===== src/rtl/rtl_cnt_dn_lp.sv =====
// Loadable N-bit down-counter with borrow-in/out. Low K bits decrement directly;
// the high part swaps in a (hi-1) prediction resolved one bit per cycle.
module rtl_cnt_dn_lp #(
    parameter int N = 64
) (
    input  logic         clk,
    input  logic         rst,
    input  logic         ld,
    input  logic [N-1:0] ld_val,
    input  logic         bin,
    output logic         rdy,
    output logic [N-1:0] counter,
    output logic         bout
);
    localparam int K      = $clog2(N);
    localparam int H      = N - K;
    localparam int SETTLE = H + 1;
    localparam int SW     = $clog2(SETTLE + 1);

    generate
        if (H + 1 > (1 << K)) begin : g_bad_width
            $error("rtl_cnt_dn_lp: N-K+1 must not exceed 2**K");
        end
    endgenerate

    logic [K-1:0]  lo_reg;
    logic [H-1:0]  hi_reg;
    logic [H-1:0]  pred_reg;
    logic [H-1:0]  pos_reg;
    logic          borrow_reg;
    logic          lo_zero_reg;
    logic          rdy_reg;
    logic          bout_reg;
    logic [SW-1:0] settle_reg;

    logic          dec;
    logic          lo_wrap;
    logic [K-1:0]  lo_next;
    logic [H-1:0]  pred_next;
    logic          borrow_next;

    assign dec     = bin & rdy_reg & ~ld;
    assign lo_wrap = dec & lo_zero_reg;
    assign lo_next = lo_reg - K'(1);

    // pos_reg marks the bit being resolved; a set hi bit there absorbs the borrow.
    // Once the borrow is absorbed nothing changes, so a borrow still pending after
    // the scan means hi was zero, which is exactly when a full wrap occurs.
    genvar gi;
    generate
        for (gi = 0; gi < H; gi++) begin : g_ripple
            assign pred_next[gi] = pred_reg[gi] ^ (pos_reg[gi] & borrow_reg);
        end
    endgenerate
    assign borrow_next = borrow_reg & ~|(pos_reg & pred_reg);

    always_ff @(posedge clk) begin
        if (rst) begin
            lo_reg      <= '0;
            hi_reg      <= '0;
            pred_reg    <= '1;
            pos_reg     <= '0;
            borrow_reg  <= 1'b1;
            lo_zero_reg <= 1'b1;
            rdy_reg     <= 1'b1;
            bout_reg    <= 1'b0;
            settle_reg  <= '0;
        end else if (ld) begin
            lo_reg      <= ld_val[K-1:0];
            hi_reg      <= ld_val[N-1:K];
            pred_reg    <= ld_val[N-1:K];
            pos_reg     <= H'(1);
            borrow_reg  <= 1'b1;
            lo_zero_reg <= (ld_val[K-1:0] == '0);
            rdy_reg     <= 1'b0;
            bout_reg    <= 1'b0;
            settle_reg  <= SW'(SETTLE);
        end else begin
            bout_reg <= lo_wrap & borrow_reg;
            if (settle_reg != '0) begin
                settle_reg <= settle_reg - SW'(1);
                rdy_reg    <= (settle_reg == SW'(1));
            end
            if (dec) begin
                lo_reg      <= lo_next;
                lo_zero_reg <= (lo_next == '0);
            end
            if (lo_wrap) begin
                hi_reg     <= pred_reg;
                pred_reg   <= pred_reg;
                pos_reg    <= H'(1);
                borrow_reg <= 1'b1;
            end else begin
                pred_reg   <= pred_next;
                pos_reg    <= pos_reg << 1;
                borrow_reg <= borrow_next;
            end
        end
    end

    assign counter = {hi_reg, lo_reg};
    assign rdy     = rdy_reg;
    assign bout    = bout_reg;
endmodule


===== config.mk =====
export PLATFORM = sky130hd
export DESIGN_NAME = rtl_cnt_dn_lp
export DESIGN_NICKNAME = d
export VERILOG_FILES = /design/src/rtl/rtl_cnt_dn_lp.sv
export SDC_FILE = /design/constraint.sdc
export NUM_CORES = 1
export LEC_CHECK = 0
export CORE_UTILIZATION = 30
export CTS_CLUSTER_DIAMETER = 200
export DETAILED_ROUTE_END_ITERATION = 6
export GPL_ROUTABILITY_DRIVEN = 0
export PLACE_DENSITY = 0.56
export REMOVE_ABC_BUFFERS = 1
export SLEW_MARGIN = 40
export SYNTH_ARGS = -nofsm -noshare
export SYNTH_HDL_FRONTEND = slang
export SYNTH_SLANG_ARGS = --single-unit
export TNS_END_PERCENT = 20

===== constraint.sdc =====
create_clock -name clk -period 2.97 [get_ports clk]
set_input_delay 0.594 -clock clk [delete_from_list [all_inputs] [get_ports clk]]
set_output_delay 0.594 -clock clk [all_outputs]
set_load 0.01 [all_outputs]

==> summary.txt <==
Finish
  • Most common cell after layout, fill and taps aside: dfxtp_1
  • Multi-input logic area: 0.00369 mm²
  • Post-layout util: 0.396
  • Area delta synth->final: 28.2%
  • Post-layout net count: 1,063
  • Reg area: 0.00380 mm²
  • Final cell count without fillers: 1,333
  • Share of post-route cells with drive strength above 1: 0.0508
  • Fillers: 2,597
  • Highest-count cells in the layout ignoring fill and taps: dfxtp_1 (189), a21oi_1 (182), clkdlybuf4s50_1 (131)
  • ANT cells: 0

Clock tree
  • Hold_buf cts: 0
  • CTS tree: done
  • Clk buf depth: 2
  • Clock slew at reported path FFs: 0.06 ns
  • CTS-repair resized insts: 0
  • Root Buffer: clkbuf_16
  • Post-CTS Setup Bufs: 0
  • Total CTS buffers: 17
  • Clock insertion delay at the later pin of the skew report: 0.43 ns
  • # clock sinks: 190
  • H-tree level count: 4

Setup path
  • Crit end category: flop
  • Crit path kind: in -> reg
  • Reg-to-Reg End: pred_reg[14]
  • Critical path peak fanout: 31
  • Critical Path Start Type: input port
  • R2R setup slack: 1.11 ns
  • Reg2reg start: rdy
  • Number of cells on the worst reg-to-reg path: 6
  • Crit path required time: 3.33 ns
  • Crit path DAT: 2.44 ns

Place
  • HPWL after DPL: 14.0 mm
  • IO Port Bufs: 133
  • Placed Instances: 1,302

Logic synthesis
  • Synthesized area: 0.00785 mm²
  • Syn Area/Cell: 8.69 µm²
  • Ys async rst share: 0
  • #FFs+latches synth: 190
  • Top_reg_cell synth: dfxtp_1
  • Register area share after synthesis: 0.485
  • Synth unique cells: 44
  • YS warnings: 0
  • EDFF count, synth: 0
  • Syn Inst Count: 903

Hold path
  • Min-Delay Startpoint: hi_reg[42]
  • Hold depth: 2
  • Hold worst-path end: hi_reg[42]
  • Worst Hold Class: reg -> reg

STA
  • Period minus WS final: 2.08 ns
  • Relative slew slack: 0.527
  • Final slew viol count: 0
  • Finish-stage setup viols: 0
  • WHS: 0.452 ns
  • Unrepaired setup endpoints after global routing: false
  • Fin crit share: 0.701
  • Setup total negative slack: 0 ns
  • Max Fclk: 480 MHz
  • Final hold violation count: 0
  • Worst-Margin Slew: 0.709 ns
  • Clock Skew: 0.0178 ns

Global routing
  • Grt ovf: 0
  • First-pass GRT wire length: 35.0 mm
  • GRT Util Overall: 0.166
  • Largest net degree at the start of global routing: 73
  • Initial antenna violation count: 0
  • Number of global-route vias before repair: 6,475

Route
  • Routed len/inst: 16.3 µm
  • First-pass DRT Iterations: 5
  • Initial DRC count: 405
  • DRT antenna net count: 0
  • DRC viols: 0
  • Via count: 6,765
  • Via-to-Cell Ratio: 5.08
  • Detailed-route wire length: 21.8 mm

Floorplanning
  • # rows: 58
  • Die ar.: 0.0268 mm²
  • Chip Height: 164 µm
  • Initial Util: 0.309
  • Die W: 164 µm
  • I/O pin count: 134
  • Core box area: 0.0254 mm²

Power and ir drop
  • Leak pwr: 3.57 nW
  • Pwr/cell area: 613 mW/mm²
  • Worst VDD drop: 0.000296 V
  • Overall power: 6.17 mW

Job
  • Max_cap viols: 0

Status
  • Run status: completed
## critical path, stage by stage
cell and delay [ns]:
clkdlybuf4s50_1 0.44, and4b_4 0.22, nor2_4 0.09, and2_2 0.58, buf_12 0.28, nand3b_1 0.11, nand3_1 0.10
## through the flow
step                      cell area, µm²  worst slack (ns)
after floorplan                     7510             -1.84
after global placement              9380             0.481
after detailed placement            9380             0.470
after CTS                          10100             0.882
after global routing               10100             0.777
final                              10100             0.887
## where the power goes
part	internal, mW	switching [mW]
Clock	1.69	0.981
Combinational	0.357	0.358
Sequential	2.68	0.106
## layout make-up
| class | count | area share |
|---|---|---|
| clock buffer | 21 | 0.0448 |
| clock inverter | 10 | 0.0234 |
| inverter | 5 | 0.00187 |
| multi-input combinational | 632 | 0.367 |
| sequential | 190 | 0.378 |
| tap | 330 | 0.0410 |
| timing repair buffer | 145 | 0.144 |
## worst max path at each step
stage                     start            to  slack [ns]  cells after the start
final                       bin  pred_reg[14]        0.89                      7
after detailed placement    bin  pred_reg[39]        0.47                      7
after CTS                   bin  pred_reg[14]        0.88                      7
after floorplan              ld   pred_reg[0]       -1.84                      5
after global placement      bin  pred_reg[46]        0.48                      7
after global routing        bin  pred_reg[14]        0.78                      7
## synth_stat cells (2+ instances only)
cell type | instances | share of area
o21ai_0 | 60 | 0.038
dfxtp_1 | 190 | 0.48
and2_1 | 59 | 0.047
or3_1 | 2 | 0.0016
buf_2 | 11 | 0.0070
clkbuf_2 | 3 | 0.0019
clkbuf_1 | 54 | 0.026
nand2b_1 | 3 | 0.0024
nor4b_1 | 2 | 0.0022
a221oi_1 | 7 | 0.0078
a22o_1 | 8 | 0.0089
inv_1 | 4 | 0.0019
nand3_1 | 62 | 0.040
a21oi_1 | 182 | 0.12
ha_1 | 4 | 0.0064
nand3b_1 | 58 | 0.055
a22oi_1 | 69 | 0.066
and3_1 | 2 | 0.0016
nand4_1 | 4 | 0.0032
xor2_1 | 2 | 0.0022
buf_6 | 3 | 0.0043
nand2_1 | 65 | 0.031
xnor2_1 | 6 | 0.0067
a211oi_1 | 4 | 0.0038
nor3_1 | 5 | 0.0032
nor2_1 | 11 | 0.0053
mux2i_1 | 3 | 0.0038
buf_4 | 4 | 0.0038
## kinds of logic after synthesis
group	count (synthesis)	share of synthesized area
and+or+nand+nor	280	0.200
DFF	190	0.485
xor gates and xnor gates	8	0.00893
muxes	3	0.00383
AOI/OAI and AO/OA	337	0.250
buffers and inverters	81	0.0458
adders and majority gates	4	0.00638
## layer usage
metal  vias up  wire length [µm]  part of all wire  track usage
li1       3434                 -                 -            -
met2       146              9920              0.46        0.267
met5         -                 0                 0            0
met4         0               119            0.0055       0.0429
met3         9               821             0.038       0.0275
met1      3176             10900              0.50        0.231
No activity file was read; power rests on OpenSTA's default activity.
